===== config.mk =====
export PLATFORM = sky130hd
export DESIGN_NAME = aes_stim_sequencer
export DESIGN_NICKNAME = d
export VERILOG_FILES = /design/src/rtl/aes_stim_sequencer.sv
export SDC_FILE = /design/constraint.sdc
export NUM_CORES = 2
export LEC_CHECK = 0
export BUFFER_PORTS_ARGS = -buffer_cell sky130_fd_sc_hd__buf_2
export CORE_AREA = 10 10 403 405
export CTS_CLUSTER_DIAMETER = 40
export CTS_CLUSTER_SIZE = 40
export DETAILED_ROUTE_END_ITERATION = 12
export DIE_AREA = 0 0 413 415
export GPL_TIMING_DRIVEN = 0
export HOLD_SLACK_MARGIN = 0.02
export PLACE_DENSITY = 0.56
export SYNTH_ARGS = -nofsm -noshare
export SYNTH_HDL_FRONTEND = slang
export SYNTH_SLANG_ARGS = --single-unit

===== constraint.sdc =====
create_clock -name AES_clk -period 50.8 [get_ports AES_clk]
set_clock_uncertainty 0.1 [all_clocks]
set_input_delay 2.54 -clock AES_clk [delete_from_list [all_inputs] [get_ports AES_clk]]
set_output_delay 2.54 -clock AES_clk [all_outputs]
set_load 0.02 [all_outputs]

===== src/rtl/aes_stim_sequencer.sv =====
// ---------------------------------------------------------------------------
// aes_stim_sequencer
//
// On-chip stimulus sequencer for AES_top trace/dump campaigns. A run plays
// num_blocks blocks. For each block the sequencer loads a plaintext, holds
// aes_en high for a fixed window, captures the first ciphertext returned and
// then idles for a fixed gap. Plaintext sources: fixed, table, LFSR, or
// fixed/LFSR interleave.
//
// Ports
//   AES_clk, AES_rst      clock (rising edge), async active-high reset
//   start                 1-cycle run request, only accepted in IDLE
//   mode                  0 fixed, 1 table, 2 LFSR, 3 fixed/LFSR interleave
//   num_blocks            blocks per run (0 gives an immediate done)
//   fixed_data, key_in    plaintext for modes 0/3; key latched at start
//   tbl_wr_*              plaintext table write port (usable during a run)
//   aes_en, aes_data_in,
//   aes_key_in            drive AES_top
//   aes_data_out_valid,
//   aes_data_out          ciphertext returned by AES_top
//   trig                  scope trigger, same as aes_en
//   busy, done            run in progress / 1-cycle end-of-run pulse
//   timeout_err           sticky, some block never returned a ciphertext
//   blk_cnt               blocks completed in this run
//   last_ct, ct_xor       last ciphertext and XOR signature of the run
// ---------------------------------------------------------------------------
module aes_stim_sequencer #(
  parameter int unsigned       DATA_W     = 128,
  parameter int unsigned       NUM_VEC    = 4,
  parameter int unsigned       EN_CYCLES  = 51,
  parameter int unsigned       GAP_CYCLES = 15,
  parameter int unsigned       TIMEOUT    = 255,
  parameter logic [DATA_W-1:0] LFSR_SEED  = {{(DATA_W-1){1'b0}}, 1'b1}
) (
  input  logic                       AES_clk,
  input  logic                       AES_rst,
  input  logic                       start,
  input  logic [1:0]                 mode,
  input  logic [15:0]                num_blocks,
  input  logic [DATA_W-1:0]          fixed_data,
  input  logic [DATA_W-1:0]          key_in,
  input  logic                       tbl_wr_en,
  input  logic [$clog2(NUM_VEC)-1:0] tbl_wr_addr,
  input  logic [DATA_W-1:0]          tbl_wr_data,
  output logic                       aes_en,
  output logic [DATA_W-1:0]          aes_data_in,
  output logic [DATA_W-1:0]          aes_key_in,
  input  logic                       aes_data_out_valid,
  input  logic [DATA_W-1:0]          aes_data_out,
  output logic                       trig,
  output logic                       busy,
  output logic                       done,
  output logic                       timeout_err,
  output logic [15:0]                blk_cnt,
  output logic [DATA_W-1:0]          last_ct,
  output logic [DATA_W-1:0]          ct_xor
);

  localparam int unsigned IDX_W   = $clog2(NUM_VEC);
  localparam int unsigned CNT_MAX =
    (EN_CYCLES > GAP_CYCLES) ? ((EN_CYCLES > TIMEOUT) ? EN_CYCLES : TIMEOUT)
                             : ((GAP_CYCLES > TIMEOUT) ? GAP_CYCLES : TIMEOUT);
  localparam int unsigned CNT_W   = $clog2(CNT_MAX + 1);

  localparam logic [CNT_W-1:0] EN_LAST  = CNT_W'(EN_CYCLES - 1);
  localparam logic [CNT_W-1:0] GAP_LAST = CNT_W'(GAP_CYCLES - 1);
  localparam logic [CNT_W-1:0] TO_LAST  = CNT_W'(TIMEOUT - 1);

  // Feedback taps for x^128 + x^7 + x^2 + x + 1 in left-shifting Galois form.
  localparam logic [DATA_W-1:0] LFSR_TAPS = DATA_W'(8'h87);

  typedef enum logic [2:0] {
    S_IDLE,
    S_LOAD,
    S_ENABLE,
    S_WAIT,
    S_GAP,
    S_DONE
  } state_t;

  state_t              state_q, state_d;
  logic [CNT_W-1:0]    cnt_q, cnt_d;
  logic [1:0]          mode_q, mode_d;
  logic [15:0]         num_blocks_q, num_blocks_d;
  logic [15:0]         blk_cnt_q, blk_cnt_d;
  logic [DATA_W-1:0]   key_q, key_d;
  logic [DATA_W-1:0]   data_q, data_d;
  logic [DATA_W-1:0]   lfsr_q, lfsr_d;
  logic [DATA_W-1:0]   last_ct_q, last_ct_d;
  logic [DATA_W-1:0]   ct_xor_q, ct_xor_d;
  logic                timeout_err_q, timeout_err_d;
  logic                captured_q, captured_d;

  logic [DATA_W-1:0]   tbl_q [NUM_VEC];
  logic [DATA_W-1:0]   lfsr_next;
  logic                capture_now;

  // The table has no reset so its contents survive AES_rst between campaigns.
  always_ff @(posedge AES_clk) begin
    if (tbl_wr_en) begin
      tbl_q[tbl_wr_addr] <= tbl_wr_data;
    end
  end

  assign lfsr_next = {lfsr_q[DATA_W-2:0], 1'b0} ^
                     (lfsr_q[DATA_W-1] ? LFSR_TAPS : '0);

  // Only the first valid of a block is taken; captured_q masks the rest.
  assign capture_now = ((state_q == S_ENABLE) || (state_q == S_WAIT)) &&
                       aes_data_out_valid && !captured_q;

  always_comb begin
    state_d       = state_q;
    cnt_d         = cnt_q;
    mode_d        = mode_q;
    num_blocks_d  = num_blocks_q;
    blk_cnt_d     = blk_cnt_q;
    key_d         = key_q;
    data_d        = data_q;
    lfsr_d        = lfsr_q;
    last_ct_d     = last_ct_q;
    ct_xor_d      = ct_xor_q;
    timeout_err_d = timeout_err_q;
    captured_d    = captured_q;

    if (capture_now) begin
      last_ct_d  = aes_data_out;
      ct_xor_d   = ct_xor_q ^ aes_data_out;
      captured_d = 1'b1;
    end

    unique case (state_q)
      S_IDLE: begin
        if (start) begin
          mode_d        = mode;
          num_blocks_d  = num_blocks;
          key_d         = key_in;
          blk_cnt_d     = '0;
          ct_xor_d      = '0;
          timeout_err_d = 1'b0;
          state_d       = (num_blocks == 16'd0) ? S_DONE : S_LOAD;
        end
      end

      S_LOAD: begin
        captured_d = 1'b0;
        cnt_d      = '0;
        state_d    = S_ENABLE;
        unique case (mode_q)
          2'd0: data_d = fixed_data;
          2'd1: data_d = tbl_q[blk_cnt_q[IDX_W-1:0]];
          2'd2: begin
            data_d = lfsr_q;
            lfsr_d = lfsr_next;
          end
          default: begin
            // Odd blocks take the LFSR, even blocks the fixed plaintext.
            if (blk_cnt_q[0]) begin
              data_d = lfsr_q;
              lfsr_d = lfsr_next;
            end else begin
              data_d = fixed_data;
            end
          end
        endcase
      end

      S_ENABLE: begin
        if (cnt_q == EN_LAST) begin
          cnt_d = '0;
          if (captured_q || capture_now) begin
            state_d   = S_GAP;
            blk_cnt_d = blk_cnt_q + 16'd1;
          end else begin
            state_d = S_WAIT;
          end
        end else begin
          cnt_d = cnt_q + 1'b1;
        end
      end

      S_WAIT: begin
        if (capture_now) begin
          cnt_d     = '0;
          state_d   = S_GAP;
          blk_cnt_d = blk_cnt_q + 16'd1;
        end else if (cnt_q == TO_LAST) begin
          cnt_d         = '0;
          timeout_err_d = 1'b1;
          state_d       = S_GAP;
          blk_cnt_d     = blk_cnt_q + 16'd1;
        end else begin
          cnt_d = cnt_q + 1'b1;
        end
      end

      S_GAP: begin
        if (cnt_q == GAP_LAST) begin
          cnt_d   = '0;
          state_d = (blk_cnt_q == num_blocks_q) ? S_DONE : S_LOAD;
        end else begin
          cnt_d = cnt_q + 1'b1;
        end
      end

      S_DONE: begin
        state_d = S_IDLE;
      end

      default: begin
        state_d = S_IDLE;
      end
    endcase
  end

  always_ff @(posedge AES_clk or posedge AES_rst) begin
    if (AES_rst) begin
      state_q       <= S_IDLE;
      cnt_q         <= '0;
      mode_q        <= '0;
      num_blocks_q  <= '0;
      blk_cnt_q     <= '0;
      key_q         <= '0;
      data_q        <= '0;
      lfsr_q        <= LFSR_SEED;
      last_ct_q     <= '0;
      ct_xor_q      <= '0;
      timeout_err_q <= 1'b0;
      captured_q    <= 1'b0;
    end else begin
      state_q       <= state_d;
      cnt_q         <= cnt_d;
      mode_q        <= mode_d;
      num_blocks_q  <= num_blocks_d;
      blk_cnt_q     <= blk_cnt_d;
      key_q         <= key_d;
      data_q        <= data_d;
      lfsr_q        <= lfsr_d;
      last_ct_q     <= last_ct_d;
      ct_xor_q      <= ct_xor_d;
      timeout_err_q <= timeout_err_d;
      captured_q    <= captured_d;
    end
  end

  assign aes_en      = (state_q == S_ENABLE);
  assign trig        = aes_en;
  assign busy        = (state_q != S_IDLE);
  assign done        = (state_q == S_DONE);
  assign aes_data_in = data_q;
  assign aes_key_in  = key_q;
  assign timeout_err = timeout_err_q;
  assign blk_cnt     = blk_cnt_q;
  assign last_ct     = last_ct_q;
  assign ct_xor      = ct_xor_q;

endmodule


[Word-level counts from Yosys, hierarchy flattened]
Memories as Yosys holds them, arrays and structs flattened.
Cells that the tools add are included.
Word-level totals
  flip-flop bits (word level): 687
  RAM bits: 512
  input bits: 537
  output and inout bits: 533
  word-level logic and storage cells: 92
  memories kept: 1
Memory list
  tbl_q: words 4, width 128, rd ports 1, clocked after Yosys merged registers in 0, write ports 1, RTL line 94  | logic [DATA_W-1:0] tbl_q [NUM_VEC];
Cells by class
  add/subtract/negate cells: 2
  equal/unequal tests: 18
  multiplexer cells: 36
  bitwise logic cells: 3
  reduce and logical (&&, ||, !) cells: 20
Operators by type and width (number)
  $mux W128: 5
  $pmux W128 S3: 1
  $pmux W128 S2: 1
  $xor A128 B128 Y128: 1
  $xor A128 B8 Y128: 1
  $mux W16: 5
  $pmux W16 S3: 1
  $mux W8: 5
  $pmux W8 S4: 1
  $mux W3: 8
  $add A16 B1 Y16 const B: 1
  $eq A16 B16 Y1: 1
  $logic_not A16 Y1: 1
  $pmux W3 S5: 1
  $add A8 B1 Y8 const B: 1
  $eq A8 B4 Y1 const B: 1
  $eq A8 B6 Y1 const B: 1
  $eq A8 B8 Y1 const B: 1
  $reduce_and A4 Y1: 2
  $mux W1: 7
  $eq A3 B2 Y1 const B: 2
  $eq A3 B3 Y1 const B: 2
  $ne A2 B1 Y1 const B: 3
  $ne A2 B2 Y1 const B: 3
  18 further kinds: 23

[Depth between registers and ports, before layout]
  depth after elaboration: 8
  mapped depth: 9
  depth with buffers taken out: 7

[Worst setup path after synthesis]
OpenSTA, ideal clock, no wires.
  path kind: in2reg
  start: in tbl_wr_addr[1]
  end: mem tbl_q[0][0] (enable)
  library setup time: 0.801 ns
  arrival time: 11.841 ns
  required time: 49.899 ns
  setup slack: 38.059 ns
  stages: 1
  buffers on the path: 0
  path through: nor3b_1
RTL lines
  start, declared: RTL line 43  | input logic [$clog2(NUM_VEC)-1:0] tbl_wr_addr,
  end, declared: RTL line 94
No word-level cell before the write port.

[Worst setup path in the final report]
  start: reg state_q[0]
  end: out trig
On the way
  cells in the longest elaborated chain, start to end: 1
RTL lines
  start, declared: RTL line 81  | state_t state_q, state_d;
  start signal, assigned: RTL line 231  | state_q <= state_d;
  $eq A3 B2 Y1: RTL line 246  | assign aes_en = (state_q == S_ENABLE);
  end, declared: RTL line 50  | output logic trig,
Every way passes these cells.

==> implementation parameters <==
Parameter                              Value

Synthesis
  Count leader, synth    sky130_fd_sc_hd__nand2_1
  Commonest cells in the synthesized netlist    sky130_fd_sc_hd__nand2_1 (916), sky130_fd_sc_hd__dfrtp_1 (686), sky130_fd_sc_hd__edfxtp_1 (512)
  Post-Syn Instances    3535
  Post-Synthesis Net Count    4075
  Post-Syn Area    0.0477 sq mm
  Number of synthesized flops with an enable pin    512
  Average instance area after synthesis    13.5 sq um
  Prevailing post-synth register cell    sky130_fd_sc_hd__dfrtp_1
  Async set-or-reset flop fraction in the synthesized netlist    57.3%
  Number of synthesis warnings    0
  Post-synthesis sequential element count    about 1200
  Sequential fraction of the synthesis area    68.3%
  Fraction of synthesized cell area taken by the top area cell type    36.0%
  Top post-synthesis cells by area    sky130_fd_sc_hd__dfrtp_1 (36%), sky130_fd_sc_hd__edfxtp_1 (32%), sky130_fd_sc_hd__nand2_1 (7.2%)
  Cell taking the most area after synthesis    sky130_fd_sc_hd__dfrtp_1
  Synth unique cells    46

Floorplanning
  # IOs    1070
  Total core area    0.154 sq mm
  Row cnt    ~140
  Horizontal die dimension    413 microns
  Die Y    415 microns
  Initial core utilization    between 30 and 40%
  Area enclosed by the die boundary    0.171 sq mm

Critical path
  End of the critical path    trig
  Endpoint kind of the worst setup timing path    primary output
  Worst setup path startpoint    state_q[0]$_DFFE_PP0P_
  Number of cells on the worst reg-to-reg path    9
  CP required    48160 ps
  Critical Path Fanout Max    10
  Worst reg2reg setup slack    46510 ps
  Worst R2R End    aes_data_in[34]$_DFFE_PP0P_
  Arrival time at the worst endpoint    2550 ps
  Startpoint of the worst register-to-register path    blk_cnt[0]$_DFFE_PP0P_
  Crit start category    flip-flop
  CP Class    flip-flop to primary output

Placed design
  DP Wirelength    163000 microns
  Port Buffers    1069
  Last weighted congestion value of the routability-driven placer    around 0.98

Power and ir drop
  Pleak    roughly 29 nW
  Power per Cell Area    64.6 mW/mm^2
  Worst VDD drop    between 0.03 and 0.04 mV

Clock tree
  Buffer depth of the longest clock path    3
  CTS sink cnt    1199
  Clock buffer count from CTS    191
  Source-to-sink clock delay at the later pin of the worst-skew pair    780 ps
  Clock tree from TritonCTS    built
  Clock Pin Slew Worst Setup and Hold Paths    roughly 50 ps
  Number of post-CTS setup repair buffers    0
  Cell at the root of the clock tree    sky130_fd_sc_hd__clkbuf_16
  Hold buffer count at CTS    0
  H-tree depth    4
  Post-CTS Resized    0

STA
  Post-route minimum period    between 5000 and 6000 ps
  Fmax    193 MHz
  Slew Limit Fails    0
  Setup repair after global routing missed its margin    no
  Worst rel slew slack    about 15%
  Final setup violation count    0
  Worst-Margin Slew    1270 ps
  Hold slack final    about 370 ps
  Final hold violations    0
  Portion of the clock cycle consumed by the worst path in the final layout    10.2%
  Summed negative setup slack over all endpoints    0 ps

Final layout
  Post-synthesis to final-layout area growth    32.7%
  Fillers    14700
  Area taken by multi-input logic gates    0.0142 sq mm
  Layout Utilization    41.1%
  Fraction of layout cells with a size suffix above 1    between 30% and 40%
  Layout Nets    5371
  Storage element area    approximately 0.033 sq mm

Min path
  Start point of the worst hold path    last_ct[5]$_DFFE_PP0N_
  Worst min-delay path class    flip-flop to flip-flop

Outcome
  Result of the run    finished, final reports clean

Drt
  Vias    34800
  Detail-routed via count per cell    4.92
  Overall routed net length    206000 microns
  Remaining design rule violation count    0
  Count of antenna-violating nets left after detailed routing    0
  First-pass iteration count of the detailed router    7
  Wire length per cell    29.0 microns
  Drt initial violations    2832

GRT
  Total GRT Usage    23.2%
  Initial antenna violation count    114
  Gr ovfl total    0
  Vias in the first global route    35700
  Global-route wire length before repair    282000 microns
  Maximum number of pins on one net before global-route repair    approximately 120

Job
  Number of maximum-capacitance constraint violations    0
metrics by stage:
step                std cells  power, mW  setup WS [ps]  area [sq um]
finish                   7081       4.09          45610         63300
global route             7062       4.27          45410         63200
CTS                      7044       4.13          45460         63200
detailed placement       6682       2.73          45440         56300
global placement         6648       2.72          19110         55600
floorplan                3535       2.10          28900         47700
cells by family (layout without fill, tap and decap cells):
family	Yosys count	in the layout	share of synthesized area, %
xor gates and xnor gates	150	150	2.75
buffers and inverters	233	1698	1.91
adders and majority gates	3	3	0.0787
DFF	1199	1199	68.3
other	0	37	0
muxes	323	323	10.6
AOI/OAI and AO/OA	439	439	6.31
and+or+nand+nor	1188	1188	10.0
worst max-delay path, stage by stage (launching register included):
cell                       delay, ps
sky130_fd_sc_hd__dfrtp_1         390
sky130_fd_sc_hd__clkbuf_1        210
sky130_fd_sc_hd__nor3b_1         780
sky130_fd_sc_hd__buf_4           230
sky130_fd_sc_hd__buf_2           160
worst min path at each step:
stage                                              to  depth (start not counted)
final                          last_ct[5]$_DFFE_PP0N_                          2
after global routing      aes_data_in[73]$_DFFE_PP0P_                          1
after CTS                 aes_key_in[123]$_DFFE_PP0P_                          2
after detailed placement  aes_key_in[115]$_DFFE_PP0P_                          2
after global placement      aes_key_in[5]$_DFFE_PP0P_                          2
after floorplan           num_blocks_q[0]$_DFFE_PP0P_                          2
report_power, final:
group | internal [mW] | total [mW] | leakage [nW] | switching, mW
logic | 0.403 | 1.35 | 11.9 | 0.944
clock network | 0.862 | 1.38 | 3.33 | 0.518
registers | 1.23 | 1.36 | 13.6 | 0.131
registers in the layout, summed over array words and instances (netlist names), 3 cells and up:
| signal | cells |
|---|---|
| blk_cnt | 16 |
| tbl_q | 512 |
| aes_key_in | 128 |
| last_ct | 128 |
| num_blocks_q | 16 |
| lfsr_q | 128 |
| ct_xor | 128 |
| aes_data_in | 128 |
| cnt_q | 8 |
| state_q | 3 |
placed cells by master (no fill, tap or decap), types with 5 or more instances in the layout:
cell type and n:
sky130_fd_sc_hd__a21o_1 70, sky130_fd_sc_hd__a21oi_1 81, sky130_fd_sc_hd__a221oi_1 62, sky130_fd_sc_hd__buf_1 21
sky130_fd_sc_hd__buf_12 6, sky130_fd_sc_hd__buf_16 11, sky130_fd_sc_hd__buf_2 1094, sky130_fd_sc_hd__buf_6 14
sky130_fd_sc_hd__bufinv_16 24, sky130_fd_sc_hd__clkbuf_1 187, sky130_fd_sc_hd__clkbuf_16 198, sky130_fd_sc_hd__clkbuf_8 8
sky130_fd_sc_hd__clkinv_16 6, sky130_fd_sc_hd__clkinv_2 27, sky130_fd_sc_hd__clkinv_4 22, sky130_fd_sc_hd__clkinvlp_4 21
sky130_fd_sc_hd__dfrtp_1 686, sky130_fd_sc_hd__diode_2 37, sky130_fd_sc_hd__edfxtp_1 512, sky130_fd_sc_hd__inv_1 10
sky130_fd_sc_hd__inv_6 24, sky130_fd_sc_hd__inv_8 13, sky130_fd_sc_hd__mux2_2 191, sky130_fd_sc_hd__mux4_2 128
sky130_fd_sc_hd__nand2_1 915, sky130_fd_sc_hd__nand2b_1 6, sky130_fd_sc_hd__nand3_1 10, sky130_fd_sc_hd__nand4_1 7
sky130_fd_sc_hd__nor2_1 139, sky130_fd_sc_hd__nor2b_1 63, sky130_fd_sc_hd__nor3_1 12, sky130_fd_sc_hd__nor4_1 10
sky130_fd_sc_hd__o21ai_0 9, sky130_fd_sc_hd__o21ai_1 65, sky130_fd_sc_hd__o221ai_1 66, sky130_fd_sc_hd__o22ai_1 67
sky130_fd_sc_hd__o31ai_1 10, sky130_fd_sc_hd__or4_1 5, sky130_fd_sc_hd__xnor2_1 8, sky130_fd_sc_hd__xor2_1 142
layer usage:
layer  vias to the layer above  global-route usage [%]  share of wire [%]
met5                         -                       0               0.20
met3                       419                    7.28                8.6
met4                        64                    11.4                5.5
met2                      1480                    37.9                 48
li1                      15300                       -                  -
met1                     17600                    27.4                 38
final cells by class:
class	count	area share (%)
antenna	37	0.146
inverter	11	0.0771
tap	2044	4.04
buffer	222	1.38
sequential	1199	51.5
clock buffer	220	8.09
multi-input combinational	2103	22.5
timing repair buffer	1103	9.44
clock inverter	142	2.84
No activity file was read; power rests on OpenSTA's default activity.
